==> config.mk <==
export PLATFORM = sky130hd
export DESIGN_NAME = vx_gbar_unit
export DESIGN_NICKNAME = d
export VERILOG_FILES = /design/src/rtl/vx_gbar_unit.sv
export SDC_FILE = /design/constraint.sdc
export NUM_CORES = 1
export LEC_CHECK = 0
export ABC_CLOCK_PERIOD_IN_PS = 8300
export CAP_MARGIN = 20
export CORE_MARGIN = 2
export CORE_UTILIZATION = 50
export DETAILED_ROUTE_END_ITERATION = 8
export PLACE_DENSITY = 0.75
export SLEW_MARGIN = 10
export SYNTH_ARGS = -nofsm -noshare
export SYNTH_HDL_FRONTEND = slang
export SYNTH_SLANG_ARGS = --single-unit
==> constraint.sdc <==
create_clock -name clk -period 8.3 [get_ports clk]
set_input_delay 1.66 -clock clk [delete_from_list [all_inputs] [get_ports clk]]
set_output_delay 1.66 -clock clk [all_outputs]
set_load 0.1 [all_outputs]
==> src/rtl/vx_gbar_unit.sv <==
// vx_gbar_unit -- cluster-level global barrier responder.
// Collects per-core arrivals for each barrier id from the merged gbar request
// stream. When the expected core count is reached, it broadcasts a one-cycle
// release for that id.
// Optional feature macro: VX_GBAR_PERF_EN adds perf_releases / perf_wait_cyc.
module vx_gbar_unit #(
   parameter int NUM_BARRIERS = 16,
   parameter int NUM_CORES    = 4,
   localparam int IDW = (NUM_BARRIERS > 1) ? $clog2(NUM_BARRIERS) : 1,
   localparam int CW  = (NUM_CORES > 1) ? $clog2(NUM_CORES) : 1
) (
   input  logic           clk,
   input  logic           reset,
   input  logic           req_valid,
   input  logic [IDW-1:0] req_id,
   input  logic [CW-1:0]  req_size_m1,
   input  logic [CW-1:0]  req_core_id,
   output logic           req_ready,
   output logic           rsp_valid,
   output logic [IDW-1:0] rsp_id,
   output logic           err_dup,
   output logic           err_size
`ifdef VX_GBAR_PERF_EN
   ,
   output logic [31:0]    perf_releases,
   output logic [31:0]    perf_wait_cyc
`endif
);

   // Number of set bits in an arrival mask, one bit wider than a core index.
   function automatic logic [CW:0] popcnt(input logic [NUM_CORES-1:0] v);
      logic [CW:0] c;
      c = {(CW+1){1'b0}};
      for (int i = 0; i < NUM_CORES; i++) begin
         c = c + {{CW{1'b0}}, v[i]};
      end
      return c;
   endfunction

   logic [NUM_CORES-1:0] mask_q [NUM_BARRIERS];
   logic [NUM_CORES-1:0] mask_d [NUM_BARRIERS];
   logic [CW-1:0]        size_q [NUM_BARRIERS];
   logic [CW-1:0]        size_d [NUM_BARRIERS];
   logic [NUM_BARRIERS-1:0] size_valid_q, size_valid_d;
   logic                 rsp_valid_q, rsp_valid_d;
   logic [IDW-1:0]       rsp_id_q, rsp_id_d;
   logic                 err_dup_q, err_dup_d;
   logic                 err_size_q, err_size_d;

   logic                 accept_s;
   logic                 core_oob_s;
   logic [NUM_CORES-1:0] core_bit_s;
   logic [NUM_CORES-1:0] cur_mask_s;
   logic [NUM_CORES-1:0] new_mask_s;
   logic                 first_s;
   logic                 dup_s;
   logic [CW-1:0]        eff_size_s;
   logic                 release_s;
   logic                 any_pend_s;

   // Ready is simply "not in reset": the unit can absorb one request every cycle.
   assign req_ready = ~reset;
   assign accept_s  = req_valid & ~reset;

   assign rsp_valid = rsp_valid_q;
   assign rsp_id    = rsp_id_q;
   assign err_dup   = err_dup_q;
   assign err_size  = err_size_q;

   // Decode the incoming arrival against the addressed barrier's state.
   always_comb begin
      core_oob_s = ({1'b0, req_core_id} >= (CW+1)'(NUM_CORES));
      core_bit_s = core_oob_s ? {NUM_CORES{1'b0}} : (NUM_CORES'(1'b1) << req_core_id);
      cur_mask_s = mask_q[req_id];
      new_mask_s = cur_mask_s | core_bit_s;
      first_s    = (cur_mask_s == {NUM_CORES{1'b0}});
      dup_s      = core_oob_s | (|(cur_mask_s & core_bit_s));
      eff_size_s = size_valid_q[req_id] ? size_q[req_id] : req_size_m1;
      // eff_size+1 is formed at CW+1 bits so a full-width size cannot wrap.
      release_s  = (popcnt(new_mask_s) == ({1'b0, eff_size_s} + {{CW{1'b0}}, 1'b1}));
   end

   // Any barrier with at least one pending arrival.
   always_comb begin
      any_pend_s = 1'b0;
      for (int b = 0; b < NUM_BARRIERS; b++) begin
         any_pend_s = any_pend_s | (|mask_q[b]);
      end
   end

   // Next-state for the barrier table, release pulse and sticky errors.
   always_comb begin
      for (int b = 0; b < NUM_BARRIERS; b++) begin
         mask_d[b] = mask_q[b];
         size_d[b] = size_q[b];
      end
      size_valid_d = size_valid_q;
      rsp_valid_d  = 1'b0;
      rsp_id_d     = rsp_id_q;
      err_dup_d    = err_dup_q;
      err_size_d   = err_size_q;
      if (accept_s) begin
         if (dup_s) begin
            // Repeat or out-of-range core: flag it, leave the barrier untouched.
            err_dup_d = 1'b1;
         end else begin
            if (!first_s && (req_size_m1 != size_q[req_id])) begin
               err_size_d = 1'b1;
            end else begin
               err_size_d = err_size_q;
            end
            if (release_s) begin
               mask_d[req_id]       = {NUM_CORES{1'b0}};
               size_valid_d[req_id] = 1'b0;
               rsp_valid_d          = 1'b1;
               rsp_id_d             = req_id;
            end else begin
               mask_d[req_id] = new_mask_s;
               if (first_s) begin
                  size_d[req_id]       = req_size_m1;
                  size_valid_d[req_id] = 1'b1;
               end else begin
                  size_d[req_id]       = size_q[req_id];
               end
            end
         end
      end else begin
         rsp_valid_d = 1'b0;
      end
   end

   // State registers with synchronous reset; reset discards all pending barriers.
   always_ff @(posedge clk) begin
      if (reset) begin
         for (int b = 0; b < NUM_BARRIERS; b++) begin
            mask_q[b] <= {NUM_CORES{1'b0}};
            size_q[b] <= {CW{1'b0}};
         end
         size_valid_q <= {NUM_BARRIERS{1'b0}};
         rsp_valid_q  <= 1'b0;
         rsp_id_q     <= {IDW{1'b0}};
         err_dup_q    <= 1'b0;
         err_size_q   <= 1'b0;
      end else begin
         for (int b = 0; b < NUM_BARRIERS; b++) begin
            mask_q[b] <= mask_d[b];
            size_q[b] <= size_d[b];
         end
         size_valid_q <= size_valid_d;
         rsp_valid_q  <= rsp_valid_d;
         rsp_id_q     <= rsp_id_d;
         err_dup_q    <= err_dup_d;
         err_size_q   <= err_size_d;
      end
   end

`ifdef VX_GBAR_PERF_EN
   logic [31:0] perf_releases_q, perf_releases_d;
   logic [31:0] perf_wait_cyc_q, perf_wait_cyc_d;

   // Release count wraps; wait-cycle count saturates at all-ones.
   always_comb begin
      perf_releases_d = perf_releases_q + (rsp_valid_d ? 32'd1 : 32'd0);
      if (any_pend_s && (perf_wait_cyc_q != 32'hFFFF_FFFF)) begin
         perf_wait_cyc_d = perf_wait_cyc_q + 32'd1;
      end else begin
         perf_wait_cyc_d = perf_wait_cyc_q;
      end
   end

   // Performance counter registers.
   always_ff @(posedge clk) begin
      if (reset) begin
         perf_releases_q <= 32'd0;
         perf_wait_cyc_q <= 32'd0;
      end else begin
         perf_releases_q <= perf_releases_d;
         perf_wait_cyc_q <= perf_wait_cyc_d;
      end
   end

   assign perf_releases = perf_releases_q;
   assign perf_wait_cyc = perf_wait_cyc_q;
`else
   logic unused_pend_s;
   assign unused_pend_s = any_pend_s;
`endif

endmodule
==> results.toml, run 1 <==
[synthesis]
synth_ff_type = "sky130_fd_sc_hd__dfxtp_1"
synth-async-reset-ratio_pct = 0
synthMuxAreaShare_pct = 21.78
synth_compound_gate_area_share_pct = 17.72
flops_latches_synth = 119
sequential_element_share_of_the_synthesized_area_pct = 38.64
synthCells = 620
post_synth_xor_area_fraction_pct = 0.5683
synth.top_cell.area_share_pct = 38.64
synth-edff-count = 0
cell_accounting_for_the_most_synthesized_area = "sky130_fd_sc_hd__dfxtp_1"
synthesis.area_um2 = 6165
synthesis.nets = 635
yosys.cell_types.count = 62
yosysWarningCount = 0
synth_top_family_by_area = "multiplexers"
netlist_top_cells_area = "sky130_fd_sc_hd__dfxtp_1 (39%), sky130_fd_sc_hd__mux2i_1 (11%), sky130_fd_sc_hd__mux4_2 (6.2%)"
synth.avg_cell_area_um2 = 9.943
area_share_of_and_or_nand_nor_cells_after_synthesis_pct = 13.94
synth_adder_area_share_pct = 0.9336

[clock_tree]
cts.reportedPaths.clkPinSlew_ps = 50
clock_sinks = 119
number_of_buffers_inserted_by_hold_repair_at_cts = 0
postCtsResizedCells = 0
clk_path_buf_depth = 2
tritoncts = "built"
cts_root_buf = "sky130_fd_sc_hd__clkbuf_16"
cts.repair_timing.setup_buffer_count = 0
tritoncts.num_buffers = 17
clock_latency_ps = 420
h-tree-depth = 4

[setup_path]
critPathRequiredTime_ps = 8630
highest_delay_cell_along_the_critical_path = "sky130_fd_sc_hd__a21oi_4"
critPathKind = "input port to flop"
end_kind = "flop"
cp_max_fo = 29
crit_path_max_incr_delay_ps = 640
worst_ep_arrival_time_ps = 7020
path_common_cell = "sky130_fd_sc_hd__ha_1"
timing.critical_path.from_type = "input port"
path_cells = "buf_2 > buf_4 > mux4_1 > mux2i_1 > and2_1 > a2bb2oi_1 > fa_1 > inv_1 > ha_1 > ha_1 > xor2_1 > nor2_1 > nand2_1 > a211oi_1 > a21oi_4 > nand2b_1 > o21ai_0"

[route]
detail_route.vias_per_cell = 6.374
drt_first_iter_violations = 541
post_dr_wirelength_cell_um = 20.59
num_vias = 4940
drc = 0
detail_route.first_pass.iterations = 4
postRouteWirelength_mm = 15.96
drtAntennaViolNets = 0

[sta]
finalClockSkew_ps = 7.477
worst-slew-pin-transition_ps = 1147
fin_tns_setup_ps = 0
hold-worst-slack_ps = 457.3
hold_vio_cnt_final = 0
layout_worst_path_cycle_share_pct = 80.61
worst_slew_margin_rel_pct = 23.19
finalSetupViolCount = 0
max_freq_mhz = 149.5
unrepaired_setup_endpoints_after_global_routing = "false"
period_minus_slack_ps = 6691
final_report_max_slew_violation_count = 0

[global_routing]
grtUsageTotal_pct = 25.49
antenna_found_initial = 0
grt_max_degree = 79
grt-ovfl-total = 0
grt_pass1_vias = 4906
grt_first_pass_wirelength_mm = 25.71

[power_and_ir_drop]
total_leakage_power_nw = 2.775
power.switching_fraction_pct = 26.27
p_sw_mw = 0.3910
sequential_cell_fraction_of_total_power_pct = 39.0
power.internal_mw = 1.097
power_frac_clock_pct = 48.9
power_density_nw_per_um2 = 215.5
combPwrFrac_pct = 12.0
vdd_ir_drop_max_uv = 140.4

[final_layout]
finalNetCount = 630
postLayoutCoreUtil_pct = 57.49
fin_area_um2 = 6905
stdcell_count = 775
layout.filler_cells = 981
layout-drive-gt1-share_pct = 15.13
area_overhead_vs_synth_pct = 12.02
n_antenna_cell = 0

[floorplan]
floorplan.core_area_um2 = 12010
num_rows = 40
floorplan.io_pins = 19
design.die.area_um2 = 13230
initial_core_util_pct = 51.32
die_height_um = 115.0
die_w_um = 115.0

[flow_run]
max-cap-violations = 0

[place]
dp.final_hpwl_mm = 10.40
globalplace.congestion = 0.9236
placement.cell_area_um2 = 6296
number_of_buffers_added_on_ports = 18
dpl.cell_count = 740

[worst_hold_path]
hold_path_class = "flop to flop"

[outcome]
run_status = "finished clean"
kinds of logic after synthesis:
kind of cell / after synthesis
AND/OR/NAND/NOR: 178
flip-flops: 119
XOR/XNOR: 4
AO/OA/AOI/OAI: 140
multiplexers: 98
buffers and inverters: 77
adder cells (fa/ha/maj): 4
final cells by class:
class,instances,area (um2),share of cell area (%)
sequential,119,2382,34.50
multi-input combinational,424,3395,49.16
timing repair buffer,33,282.8,4.095
clock inverter,8,95.09,1.377
clock buffer,24,491.7,7.121
inverter,20,75.07,1.087
tap,147,183.9,2.664
worst paths after layout:
check	from	endpoint	slack, ps	cells past startpoint
min	mask_q[3][2]	mask_q[3][2]	460	2
max	req_id[0]	mask_q[8][3]	1610	17
max reg2reg	mask_q[1][1]	mask_q[8][3]	3550	15
min reg2reg	mask_q[3][2]	mask_q[3][2]	460	2
cell usage in the layout, fill, tap and decap left out, types with 5 or more instances in the layout:
cell,instances
sky130_fd_sc_hd__dfxtp_1,119
sky130_fd_sc_hd__nand2_1,80
sky130_fd_sc_hd__mux2i_1,67
sky130_fd_sc_hd__nand3_1,36
sky130_fd_sc_hd__o21ai_0,36
sky130_fd_sc_hd__nor2_1,24
sky130_fd_sc_hd__inv_1,18
sky130_fd_sc_hd__mux4_2,17
sky130_fd_sc_hd__clkbuf_16,17
sky130_fd_sc_hd__a21oi_1,16
sky130_fd_sc_hd__clkdlybuf4s50_1,16
sky130_fd_sc_hd__buf_4,15
sky130_fd_sc_hd__o32ai_1,13
sky130_fd_sc_hd__o211ai_1,11
sky130_fd_sc_hd__mux4_1,8
sky130_fd_sc_hd__a22oi_1,8
sky130_fd_sc_hd__nor2b_1,6
sky130_fd_sc_hd__o211a_4,6
sky130_fd_sc_hd__a21boi_1,6
sky130_fd_sc_hd__mux2_2,5
sky130_fd_sc_hd__a21boi_0,5
sky130_fd_sc_hd__and2_1,5
sky130_fd_sc_hd__nor3_1,5
sky130_fd_sc_hd__nand2b_1,5
power groups by stage:
| stage | sequential (mW) | combinational [mW] | clock (mW) |
|---|---|---|---|
| after floorplan | 0.604 | 0.122 | 0 |
| after global placement | 0.593 | 0.170 | 0 |
| after detailed placement | 0.593 | 0.173 | 0 |
| after CTS | 0.581 | 0.175 | 0.731 |
| after global routing | 0.581 | 0.191 | 0.755 |
| final | 0.581 | 0.179 | 0.728 |
cell usage after synthesis (6+ instances only):
cell and count:
sky130_fd_sc_hd__a21boi_1 6, sky130_fd_sc_hd__a21oi_1 16, sky130_fd_sc_hd__a22oi_1 8, sky130_fd_sc_hd__buf_2 18, sky130_fd_sc_hd__buf_4 6, sky130_fd_sc_hd__buf_6 6, sky130_fd_sc_hd__clkbuf_1 25, sky130_fd_sc_hd__dfxtp_1 119
sky130_fd_sc_hd__inv_1 19, sky130_fd_sc_hd__mux2i_1 67, sky130_fd_sc_hd__mux4_1 8, sky130_fd_sc_hd__mux4_2 17, sky130_fd_sc_hd__nand2_1 80, sky130_fd_sc_hd__nand3_1 36, sky130_fd_sc_hd__nor2_1 24, sky130_fd_sc_hd__nor2b_1 6
sky130_fd_sc_hd__o211a_4 6, sky130_fd_sc_hd__o211ai_1 11, sky130_fd_sc_hd__o21ai_0 36, sky130_fd_sc_hd__o32ai_1 13
per-layer routing:
layer  wire, um  up-vias  GRT usage, %
met5          0        -             0
met4        703        0         13.82
met3       1111       51         6.220
met2       7497      224         40.04
met1       6648     2400         32.46
li1           -     2265             -
critical path: cells and delay by family:
family / cells / cell delay, ps
AOI/OAI and AO/OA: 4 / 1560
xor gates and xnor gates: 1 / 170
adders and majority gates: 3 / 910
buffers and inverters: 3 / 970
muxes: 2 / 820
and+or+nand+nor: 4 / 890
through the flow:
step	setup slack [ps]	power, mW
3_3_place_gp	1452	0.7629
5_1_grt	1241	1.527
6_report	1609	1.488
4_1_cts	1691	1.487
3_5_place_dp	1365	0.7657
2_1_floorplan	2991	0.7264
(Power assumes the default switching activity.)
==> inputs of run 2 (changes only) <==
--- a/config.mk
+++ b/config.mk
@@ -5,7 +5,7 @@
 export SDC_FILE = /design/constraint.sdc
 export NUM_CORES = 1
 export LEC_CHECK = 0
-export ABC_CLOCK_PERIOD_IN_PS = 8300
+export ABC_CLOCK_PERIOD_IN_PS = 6600
 export CAP_MARGIN = 20
 export CORE_MARGIN = 2
 export CORE_UTILIZATION = 50
==> constraint.sdc (replaced) <==
create_clock -name clk -period 6.6 [get_ports clk]
set_input_delay 1.32 -clock clk [delete_from_list [all_inputs] [get_ports clk]]
set_output_delay 1.32 -clock clk [all_outputs]
set_load 0.1 [all_outputs]
==> run 2 against run 1 <==
Net effect: non-clock buffer count up 6; setup slack worse by 680 ps; count of clock-buffer cells in the layout up 1; clock skew up 0.57 ps; largest cell class unchanged; worst hold slack worse by 0.93 ps; total power up 22%; wire length up 1.2%; cell count up 0.39%; clock power up 17%.
==> results.toml, run 2 (same netlist as run 1, synthesis figures left out) <==
[outcome]
run_status = "finished clean"

[floorplan]
num_rows = 40
design.die.area_um2 = 13230
initial_core_util_pct = 51.32
floorplan.core_area_um2 = 12010
die_w_um = 115.0
die_height_um = 115.0
floorplan.io_pins = 19

[clock_tree]
tritoncts = "built"
cts.reportedPaths.clkPinSlew_ps = 50
cts.repair_timing.setup_buffer_count = 0
clk_path_buf_depth = 2
number_of_buffers_inserted_by_hold_repair_at_cts = 0
clock_latency_ps = 410
cts_root_buf = "sky130_fd_sc_hd__clkbuf_16"
clock_sinks = 119
h-tree-depth = 4
tritoncts.num_buffers = 17
postCtsResizedCells = 0

[setup_path]
path_cells = "buf_2 > mux4_1 > mux2_2 > mux2i_4 > a21boi_0 > fa_1 > inv_1 > ha_1 > ha_1 > xor2_1 > nor3_1 > a21o_1 > or3_1 > o32ai_1"
critPathRequiredTime_ps = 6840
worst_ep_arrival_time_ps = 5910
critPathKind = "input port to flop"
rr_worst_depth = 13
regToRegStartpoint = "mask_q[1][3]"
path_common_cell = "sky130_fd_sc_hd__ha_1"
highest_delay_cell_along_the_critical_path = "sky130_fd_sc_hd__mux4_1"
crit_path_max_incr_delay_ps = 620
end_kind = "flop"
reg2reg_setup_slack_ps = 2210
cp_max_fo = 21
timing.critical_path.from_type = "input port"

[worst_hold_path]
hold_path_startpoint = "mask_q[11][0]"
hold_path_class = "flop to flop"
min_delay_path_depth = 2
timing.hold.worst_endpoint = "mask_q[11][0]"

[sta]
finalClockSkew_ps = 8.047
worst-slew-pin-transition_ps = 1061
worst_slew_margin_rel_pct = 28.97
finalSetupViolCount = 0
unrepaired_setup_endpoints_after_global_routing = "false"
hold_vio_cnt_final = 0
max_freq_mhz = 176.4
final_report_max_slew_violation_count = 0
post-route-worst-setup-slack_ps = 930.8
period_minus_slack_ps = 5669
layout_worst_path_cycle_share_pct = 85.90
fin_tns_setup_ps = 0

[final_layout]
area_overhead_vs_synth_pct = 12.16
stdcell_count = 778
final_cell_mix = "sky130_fd_sc_hd__dfxtp_1 (119), sky130_fd_sc_hd__nand2_1 (80), sky130_fd_sc_hd__mux2i_1 (67)"
n_antenna_cell = 0
finalNetCount = 636
postLayoutCoreUtil_pct = 57.56
layout-drive-gt1-share_pct = 15.53
layout_commonest_cell = "sky130_fd_sc_hd__dfxtp_1"

[route]
drt_first_iter_violations = 414
post_dr_wirelength_cell_um = 20.77
detail_route.first_pass.iterations = 5
drc = 0
postRouteWirelength_mm = 16.16
num_vias = 4925
drtAntennaViolNets = 0
detail_route.vias_per_cell = 6.330

[power_and_ir_drop]
p_sw_mw = 0.4751
power_density_nw_per_um2 = 263.1
power.internal_mw = 1.344
combPwrFrac_pct = 13.0
power.switching_fraction_pct = 26.12
vdd_ir_drop_max_uv = 165.6
total_leakage_power_nw = 2.793
power_frac_clock_pct = 46.8
sequential_cell_fraction_of_total_power_pct = 40.2

[global_routing]
grt_pass1_vias = 4861
antenna_found_initial = 0
grtUsageTotal_pct = 25.67
grt-ovfl-total = 0
grt_first_pass_wirelength_mm = 26.07
grt_max_degree = 58

[place]
dpl.cell_count = 748
detailedPlace.worstSlack_ps = 551.0
dp.final_hpwl_mm = 10.89
number_of_buffers_added_on_ports = 18
globalplace.congestion = 0.9092

[flow_run]
max-cap-violations = 0
-- run 2: cell types whose count changed in the layout (fill, tap and decap cells not counted), sizes merged --
| cell | change |
|---|---|
| clkinvlp | -2 |
| bufinv | -1 |
| clkdlybuf4s50 | -1 |
| clkbuf | +1 |
| buf | +7 |
| clkinv | -1 |
-- run 2: stage by stage --
step,area (um2),hold slack [ps],power (mW)
finish,6914,456.3,1.819
floorplan,6165,427.5,0.9136
detailed placement,6366,447.6,0.9754
global placement,6366,441.0,0.9704
global route,6914,474.6,1.873
CTS,6907,457.2,1.821
-- run 2: layout make-up --
class                      count  area, um2
fill                         968       5097
multi-input combinational    424       3395
sequential                   119       2382
clock buffer                  25      495.5
timing repair buffer          39      337.8
tap                          147      183.9
inverter                      20      75.07
clock inverter                 4      45.04
-- run 2: worst max-delay path: cells and delay by family --
family | cells | cell delay [ps]
XOR/XNOR | 1 | 160
multiplexers | 3 | 1120
AO/OA/AOI/OAI | 3 | 910
adder cells (fa/ha/maj) | 3 | 860
buffers and inverters | 2 | 610
AND/OR/NAND/NOR | 2 | 910
-- run 2: how the worst max path moves through the flow --
stage,start,endpoint,depth (start not counted),slack (ps)
detailed placement,req_id[0],flop,14,550
global placement,req_id[0],flop,14,680
CTS,req_id[0],flop,14,990
global route,req_id[0],flop,18,630
floorplan,req_id[0],rsp_id[1],18,1630
finish,req_id[0],flop,14,930
-- run 2: layer usage --
metal	global-route usage, %	vias up	wire (um)
met1	32.50	2383	6770
met2	42.27	223	7769
met3	5.693	58	1140
met4	11.24	0	478
li1	-	2261	-
met5	0	-	0
-- run 2: power groups by stage --
stage | sequential [mW] | combinational [mW] | clock (mW)
floorplan | 0.760 | 0.154 | 0
detailed placement | 0.746 | 0.230 | 0
finish | 0.731 | 0.236 | 0.852
global route | 0.731 | 0.250 | 0.892
global placement | 0.745 | 0.225 | 0
CTS | 0.731 | 0.231 | 0.859
==> inputs of run 3 (changes only) <==
--- a/config.mk
+++ b/config.mk
@@ -11,6 +11,7 @@
 export CORE_UTILIZATION = 50
 export DETAILED_ROUTE_END_ITERATION = 8
 export PLACE_DENSITY = 0.75
+export RECOVER_POWER = 25
 export SLEW_MARGIN = 10
 export SYNTH_ARGS = -nofsm -noshare
 export SYNTH_HDL_FRONTEND = slang
==> run 3 against run 2 <==
Net effect: the flow now finishes with violations (max-capacitance violations, max-slew violations); combinational power is 2% lower; non-clock buffer count stayed put; flip-flop and latch count stayed put; first-iteration DRC count is 1.2% lower; register-to-register slack worse by 40 ps.
==> results.toml, run 3 (same netlist as run 1, synthesis figures left out) <==
[route]
drtAntennaViolNets = 0
postRouteWirelength_mm = 16.16
detail_route.vias_per_cell = 6.413
drt_first_iter_violations = 409
num_vias = 4989
drc = 0
detail_route.first_pass.iterations = 5
post_dr_wirelength_cell_um = 20.77

[sta]
unrepaired_setup_endpoints_after_global_routing = "false"
worst-slew-pin-transition_ps = 2015
post-route-worst-setup-slack_ps = 485.0
finalSetupViolCount = 0
worst_slew_margin_rel_pct = -34.31
final_report_max_slew_violation_count = 42
layout_worst_path_cycle_share_pct = 92.65
hold_vio_cnt_final = 0
finalClockSkew_ps = 6.967
period_minus_slack_ps = 6115
max_freq_mhz = 163.5
fin_tns_setup_ps = 0

[clock_tree]
cts_root_buf = "sky130_fd_sc_hd__clkbuf_16"
cts.repair_timing.setup_buffer_count = 0
postCtsResizedCells = 0
clk_path_buf_depth = 2
tritoncts.num_buffers = 17
cts.reportedPaths.clkPinSlew_ps = 50
clock_sinks = 119
tritoncts = "built"
number_of_buffers_inserted_by_hold_repair_at_cts = 0
h-tree-depth = 4
clock_latency_ps = 410

[setup_path]
reg2reg_setup_slack_ps = 2170
highest_delay_cell_along_the_critical_path = "sky130_fd_sc_hd__clkbuf_1"
critPathRequiredTime_ps = 5280
crit_path_max_incr_delay_ps = 1440
path_cells = "clkdlybuf4s50_1 > clkbuf_1 > inv_1 > buf_4"
critPathKind = "input port to output pin"
worst_ep_arrival_time_ps = 4800
end_kind = "output pin"
regToRegStartpoint = "mask_q[1][3]"
rr_worst_depth = 13
timing.critical_path.from_type = "input port"
cp_max_fo = 41

[floorplan]
initial_core_util_pct = 51.32
die_height_um = 115.0
floorplan.io_pins = 19
floorplan.core_area_um2 = 12010
num_rows = 40
die_w_um = 115.0
design.die.area_um2 = 13230

[place]
dpl.cell_count = 748
globalplace.congestion = 0.9092
dp.final_hpwl_mm = 10.89
number_of_buffers_added_on_ports = 18
detailedPlace.worstSlack_ps = 551.0
placement.cell_area_um2 = 6366

[final_layout]
area_overhead_vs_synth_pct = 11.10
n_antenna_cell = 0
layout_commonest_cell = "sky130_fd_sc_hd__dfxtp_1"
layout-drive-gt1-share_pct = 14.26
finalNetCount = 636
postLayoutCoreUtil_pct = 57.02
fin_area_um2 = 6849
final_cell_mix = "sky130_fd_sc_hd__dfxtp_1 (119), sky130_fd_sc_hd__nand2_1 (80), sky130_fd_sc_hd__mux2i_1 (67)"
stdcell_count = 778

[power_and_ir_drop]
power.switching_fraction_pct = 25.93
p_sw_mw = 0.4700
vdd_ir_drop_max_uv = 165.1
power_frac_clock_pct = 46.9
power.internal_mw = 1.343
combPwrFrac_pct = 12.8
total_leakage_power_nw = 2.797
power_density_nw_per_um2 = 264.7
sequential_cell_fraction_of_total_power_pct = 40.3

[worst_hold_path]
timing.hold.worst_endpoint = "size_q[6][1]"
hold_path_startpoint = "size_q[6][1]"
hold_path_class = "flop to flop"
min_delay_path_depth = 2

[global_routing]
grt_max_degree = 58
grt-ovfl-total = 0
grt_first_pass_wirelength_mm = 26.07
grtUsageTotal_pct = 25.67
antenna_found_initial = 0
grt_pass1_vias = 4861

[flow_run]
max-cap-violations = 1

[outcome]
failed_checks = "max-capacitance violations, max-slew violations"
run_status = "finished, violations left"
-- run 3: changes by cell type in the layout (fill, tap and decap cells not counted), moves of 4 or more --
cell | previous run | this run
sky130_fd_sc_hd__dlygate4sd3_1 | 0 | 7
sky130_fd_sc_hd__nand3_4 | 4 | 0
sky130_fd_sc_hd__nand3_1 | 36 | 40
sky130_fd_sc_hd__clkdlybuf4s50_1 | 15 | 8
-- run 3: layout make-up --
class | instances | area [um2]
Sequential cell | 119 | 2382
Tap cell | 147 | 183.9
Clock buffer | 25 | 495.5
Clock inverter | 4 | 45.04
Fill cell | 979 | 5162
Timing Repair Buffer | 39 | 334.1
Multi-Input combinational cell | 424 | 3333
Inverter | 20 | 75.07
-- run 3: power groups by stage --
stage	logic (mW)	clock network, mW	registers [mW]
floorplan	0.154	0	0.760
global route	0.246	0.892	0.731
global placement	0.225	0	0.745
detailed placement	0.230	0	0.746
finish	0.232	0.850	0.731
CTS	0.231	0.859	0.731
-- run 3: how the worst max path moves through the flow --
stage	start	depth (start not counted)	slack, ps	end
final	reset	4	480	req_ready
after global placement	req_id[0]	14	680	flop
after CTS	req_id[0]	14	990	flop
after global routing	reset	10	350	mask_q[12][1]
after floorplan	req_id[0]	18	1630	rsp_id[1]
after detailed placement	req_id[0]	14	550	flop
-- run 3: per-stage QoR --
stage               hold slack (ps)  power, mW
CTS                           457.2      1.821
detailed placement            447.6     0.9754
global placement              441.0     0.9704
finish                        456.2      1.813
global route                  474.6      1.868
floorplan                     427.5     0.9136
-- run 3: layer usage --
metal	routed length, um	global-route usage [%]	up-vias
met5	0	0	-
met4	537	11.24	0
met3	1237	5.693	61
met2	7695	42.27	256
met1	6690	32.50	2409
li1	-	-	2263
-- run 3: critical path: cells and delay by family --
family	cells	cell delay [ps]
buf+inv	4	3460
